## config.mk

```make
export PLATFORM = sky130hd
export DESIGN_NAME = ntt_tw_mul
export DESIGN_NICKNAME = d
export VERILOG_FILES = /design/src/rtl/ntt_pkg.sv /design/src/rtl/ntt_barrett_red.sv /design/src/rtl/ntt_tw_mul.sv
export SDC_FILE = /design/constraint.sdc
export NUM_CORES = 2
export LEC_CHECK = 0
export CAP_MARGIN = 20
export CORE_MARGIN = 2
export CORE_UTILIZATION = 46
export CTS_BUF_LIST = sky130_fd_sc_hd__clkbuf_4 sky130_fd_sc_hd__clkbuf_8
export DETAILED_ROUTE_END_ITERATION = 8
export GPL_TIMING_DRIVEN = 0
export SETUP_SLACK_MARGIN = 0.3
export SLEW_MARGIN = 20
export SYNTH_ARGS = -nofsm -noshare
export SYNTH_HDL_FRONTEND = slang
export SYNTH_SLANG_ARGS = --single-unit
```

## constraint.sdc

```tcl
create_clock -name clk -period 7.9 [get_ports clk]
set_input_delay 1.185 -clock clk [delete_from_list [all_inputs] [get_ports clk]]
set_output_delay 1.185 -clock clk [all_outputs]
set_load 0.005 [all_outputs]
```

## src/rtl/ntt_pkg.sv

```systemverilog
// Shared widths and types for the NTT datapath.
// Operand width N follows `DATA_SIZE_ARB (14 when the build does not define it).
`ifndef DATA_SIZE_ARB
`define DATA_SIZE_ARB 14
`endif

package ntt_pkg;

   localparam int DATA_W     = `DATA_SIZE_ARB;
   localparam int TW_MUL_LAT = 4;

   typedef logic [DATA_W-1:0]   data_t;
   typedef logic [2*DATA_W-1:0] prod_t;

endpackage

```

## src/rtl/ntt_barrett_red.sv

```systemverilog
// Barrett reduction of a 2N-bit product modulo q: quotient estimate, remainder, final correction.
// Three register stages sharing one advance enable, with a valid bit travelling alongside.
module ntt_barrett_red
   import ntt_pkg::*;
(
   input  logic                  clk,
   input  logic                  reset,
   input  logic                  en,
   input  logic [DATA_W-1:0]     q,
   input  logic [DATA_W:0]       mu,
   input  logic                  valid_in,
   input  logic [2*DATA_W-1:0]   prod_in,
   output logic                  valid_out,
   output logic [DATA_W-1:0]     res_out,
   output logic                  busy
);

   localparam int W_EST = 2*DATA_W + 2;
   localparam int W_RED = DATA_W + 2;

   logic [W_EST-1:0]  est_full;
   logic [DATA_W:0]   t_c;
   logic              unused_est_lsb;

   logic              v2;
   logic [DATA_W:0]   t2;
   logic [W_RED-1:0]  p2;

   logic [W_RED-1:0]  tq_lo;
   logic [W_RED-1:0]  r_c;
   logic              v3;
   logic [W_RED-1:0]  r3;

   logic [W_RED-1:0]  q1_x;
   logic [W_RED-1:0]  q2_x;
   logic [W_RED-1:0]  sub_c;
   logic              unused_sub_msb;

   // Quotient estimate t = ((P >> (N-1)) * mu) >> (N+1); the low product bits only feed the shift.
   assign est_full       = W_EST'(prod_in[2*DATA_W-1:DATA_W-1]) * W_EST'(mu);
   assign t_c            = est_full[W_EST-1:DATA_W+1];
   assign unused_est_lsb = ^est_full[DATA_W:0];

   // The true remainder is below 3q < 2^(N+2), so only the low N+2 bits of P and t*q matter.
   assign tq_lo = W_RED'(t2) * W_RED'(q);
   assign r_c   = p2 - tq_lo;

   always_comb begin
      q1_x = {2'b00, q};
      q2_x = {1'b0, q, 1'b0};
      if (r3 >= q2_x) begin
         sub_c = r3 - q2_x;
      end else if (r3 >= q1_x) begin
         sub_c = r3 - q1_x;
      end else begin
         sub_c = r3;
      end
   end

   assign unused_sub_msb = ^sub_c[W_RED-1:DATA_W];

   always_ff @(posedge clk or negedge reset) begin
      if (!reset) begin
         v2        <= 1'b0;
         t2        <= '0;
         p2        <= '0;
         v3        <= 1'b0;
         r3        <= '0;
         valid_out <= 1'b0;
         res_out   <= '0;
      end else if (en) begin
         v2        <= valid_in;
         t2        <= t_c;
         p2        <= prod_in[W_RED-1:0];
         v3        <= v2;
         r3        <= r_c;
         valid_out <= v3;
         res_out   <= sub_c[DATA_W-1:0];
      end
   end

   assign busy = v2 | v3 | valid_out;

endmodule

```

## src/rtl/ntt_tw_mul.sv

```systemverilog
// Twiddle-multiply stage ahead of the butterfly PE: bot*tw mod q, with top delayed to stay aligned.
// Optional sticky operand range flag err_o when NTT_TWMUL_RANGE_CHECK_EN is defined.
module ntt_tw_mul
   import ntt_pkg::*;
(
   input  logic                clk,
   input  logic                reset,
   input  logic [DATA_W-1:0]   q,
   input  logic [DATA_W:0]     mu,
   input  logic                in_valid,
   output logic                in_ready,
   input  logic [DATA_W-1:0]   top_i,
   input  logic [DATA_W-1:0]   bot_i,
   input  logic [DATA_W-1:0]   tw_i,
   output logic                out_valid,
   input  logic                out_ready,
   output logic [DATA_W-1:0]   top_o,
   output logic [DATA_W-1:0]   bot_o,
   output logic                busy_o
`ifdef NTT_TWMUL_RANGE_CHECK_EN
   ,
   output logic                err_o
`endif
);

   localparam int LAT = TW_MUL_LAT;
   localparam int W_P = 2*DATA_W;

   logic                en;
   logic                v1;
   logic [W_P-1:0]      p1;
   logic [DATA_W-1:0]   top_pipe [LAT];
   logic                red_busy;

   // One enable freezes every stage together, so a held output never gets overwritten.
   assign en       = !out_valid | out_ready;
   assign in_ready = en;

   always_ff @(posedge clk or negedge reset) begin
      if (!reset) begin
         v1 <= 1'b0;
         p1 <= '0;
         for (int i = 0; i < LAT; i++) begin
            top_pipe[i] <= '0;
         end
      end else if (en) begin
         v1          <= in_valid;
         p1          <= W_P'(bot_i) * W_P'(tw_i);
         top_pipe[0] <= top_i;
         for (int i = 1; i < LAT; i++) begin
            top_pipe[i] <= top_pipe[i-1];
         end
      end
   end

   assign top_o = top_pipe[LAT-1];

   ntt_barrett_red u_red (
      .clk       (clk),
      .reset     (reset),
      .en        (en),
      .q         (q),
      .mu        (mu),
      .valid_in  (v1),
      .prod_in   (p1),
      .valid_out (out_valid),
      .res_out   (bot_o),
      .busy      (red_busy)
   );

   assign busy_o = v1 | red_busy;

`ifdef NTT_TWMUL_RANGE_CHECK_EN
   always_ff @(posedge clk or negedge reset) begin
      if (!reset) begin
         err_o <= 1'b0;
      end else if (in_valid && en && ((bot_i >= q) || (tw_i >= q))) begin
         err_o <= 1'b1;
      end
   end
`endif

endmodule

```

==> impl_metrics.csv <==
group,metric,value,unit
floorplan,coreArea,54000,um2
final_layout,nets,3712,
clocking,cts_tree,"built",
detailed_routing,first_pass_iters,5,
clocking,clockBufferDepth,2,
yosys,synth_largest_area_cell,"fa_1",
worst_setup_path,reg2reg_depth,20,
final_layout,final_cells,3683,
detailed_routing,num_vias,19200,
yosys,synth.cell_area,25200,um2
sta,setup_violations,0,
detailed_routing,drt_wl_total,67500,um
final_layout,layout.cell_area.non_filler,27600,um2
worst_setup_path,criticalPathCategory,"input port to flop",
final_layout,area_growth,9.36,%
place,globalplace.congestion,0.917,
clocking,clock-sinks,149,
worst_setup_path,crit_path_start_kind,"input port",
detailed_routing,wl_per_cell,18.3,um
clocking,path_clk_slew,0.08,ns
yosys,yosysTopAreaCellShare,32.3,%
floorplan,row_count,85,
sta,whs,0.469,ns
global_routing,grt_pass1_vias,20300,
yosys,ys_seq_elements,149,
floorplan,die_height,238,um
clocking,hold_buffers,0,
yosys,synth-main-ff-cell,"dfrtp_1",
worst_setup_path,path_max_fanout,10,
yosys,synthCells,2848,
flow_run,drv_cap,0,
detailed_routing,drc,0,
global_routing,antenna_found_initial,2,
detailed_routing,viasPerCell,5.22,
clocking,clk_latency,0.53,ns
yosys,avgSynthCellArea,8.85,um2
clocking,cts.htree.levels,4,
clocking,cts_resized,0,
worst_setup_path,r2r_start,"p1[18]",
yosys,netlist-cell-type-count,64,
yosys,yosys_warnings,0,
min_path,whs_path_depth,2,
clocking,cts_root_buf,"clkbuf_8",
detailed_routing,drt_iter0_markers,1236,
yosys,synth-edff-count,0,
global_routing,grt_max_degree,100,
worst_setup_path,rrSetupSlack,1.03,ns
sta,skew,0.0221,ns
clocking,post_cts_buffers,0,
sta,rsz0062_at_grt,"yes",
place,dpl_cell_area,27100,um2
sta,max_slew_margin,24.0,%
floorplan,initial_utilization,46.6,%
global_routing,grt_pass1_wl,109000,um
final_layout,mostFrequentLayoutCell,"nand2_1",
worst_setup_path,setup.worst_path.end_class,"flop",
final_layout,fill_cells,5082,
sta,timing.final.crit_share,92.2,%
global_routing,overflow,0,
global_routing,track_usage,24.9,%
place,portBuffers,104,
yosys,ys_async_sr_fraction,100,%
place,dp.cells,3649,
sta,clock.fmax,137,MHz
yosys,syn_nets,3588,
place,hpwl,56000,um
worst_setup_path,crit_arrival,7.67,ns
sta,maxSlewViolCount,0,
sta,max_slew.worst_pin.slew,1.14,ns
min_path,worstHoldStart,"top_pipe[23]",
floorplan,ios,106,
yosys,yosysSeqAreaShare,14.8,%
sta,hold_viol_final,0,
floorplan,die_w,238,um
floorplan,die_area,56700,um2
outcome,status,"complete, no violations",
min_path,hold_end,"top_pipe[23]",
worst_setup_path,required,8.28,ns
worst_setup_path,crit_start,"mu[3]",
final_layout,final_cell_mix,"nand2_1 (524), inv_1 (478), fa_1 (406)",
detailed_routing,ant_nets,0,
clocking,numCtsBuffers,17,
final_layout,drive_gt1_share,3.18,%
yosys,synth_area_leaders,"fa_1 (32%), dfrtp_1 (15%), ha_1 (13%)",
sta,period_minus_slack,7.28,ns
min_path,hold_class,"flop to flop",
worst_setup_path,r2r-end,"u_red.t2[14]",
## worst max path at each step
stage	endpoint	slack [ns]	cells past startpoint
finish	u_red.t2[14]	0.62	22
global route	u_red.t2[14]	0.30	22
CTS	u_red.t2[14]	0.50	21
detailed placement	u_red.t2[14]	-0.03	21
global placement	p1[26]	-0.50	1
floorplan	u_red.t2[14]	1.31	21
## kinds of logic (layout without fill, tap and decap cells)
family                   after synthesis  count (layout)  synth area share, %
buffers and inverters                608             745                 9.28
adder cells (fa/ha/maj)              665             665                 45.1
multiplexers                          20              20                0.839
AND/OR/NAND/NOR                     1019            1019                 19.4
XOR/XNOR                              87              87                 3.02
AO/OA/AOI/OAI                        300             300                 7.59
other                                  0               2                    0
flip-flops                           149             149                 14.8
## stage by stage
stage	setup WS (ns)	util (%)	TNS [ns]
6_report	0.615	51.0	0
5_1_grt	0.296	51.0	0
2_1_floorplan	1.31	-	0
3_3_place_gp	-0.501	50.2	-70.70
3_5_place_dp	-0.0337	50.3	-0.0337
4_1_cts	0.499	51.0	0
## cells in the mapped netlist (22+ instances only)
cell type,instances
nand2_1,524
fa_1,406
xnor2_1,63
inv_1,478
a21oi_1,88
and2_1,312
nor2_1,68
o21ai_0,79
dfrtp_1,149
ha_1,259
clkbuf_1,107
xor2_1,24
nor3_1,22
## metal layers
metal	track usage, %	vias to the layer above	wire (um)
met5	0	-	29
met2	41.6	471	32000
met1	33.9	9596	30400
met4	6.69	4	1530
met3	3.55	99	3570
li1	-	9045	-
## area by class of cell
cell class                 count  area (um2)  area share [%]
multi-input combinational   2091       19100            69.4
clock buffer                  20         275           0.999
antenna                        2        5.00          0.0182
buffer                       130         559            2.03
inverter                     478        1790            6.51
sequential                   149        3730            13.5
tap                          696         871            3.16
clock inverter                12         118           0.427
timing repair buffer         105        1070            3.90
## registers in the layout, summed over array words and instances (netlist names), 14 cells and up
signal / flops
p1: 28
top_o: 14
u_red.t2: 15
u_red.p2: 16
top_pipe: 42
u_red.res_out: 14
u_red.r3: 16
## critical path, cell delays in order
cell and delay [ns]:
clkdlybuf4s50_1 0.59, clkbuf_2 0.32, and2_1 0.21, fa_1 0.53, inv_1 0.05, fa_1 0.47
inv_1 0.05, fa_1 0.48, fa_1 0.50, fa_1 0.49, inv_1 0.06, fa_1 0.47
inv_1 0.04, ha_1 0.33, a21oi_1 0.16, o21ai_0 0.14, a22oi_1 0.25, o21ai_1 0.23
a2111oi_4 0.40, o21ai_1 0.18, a2111oi_0 0.42, nor3b_1 0.09
Power is left out: the tool's default activity adds up to more than one toggle a clock period on the data nets, which glitch-free logic cannot reach.
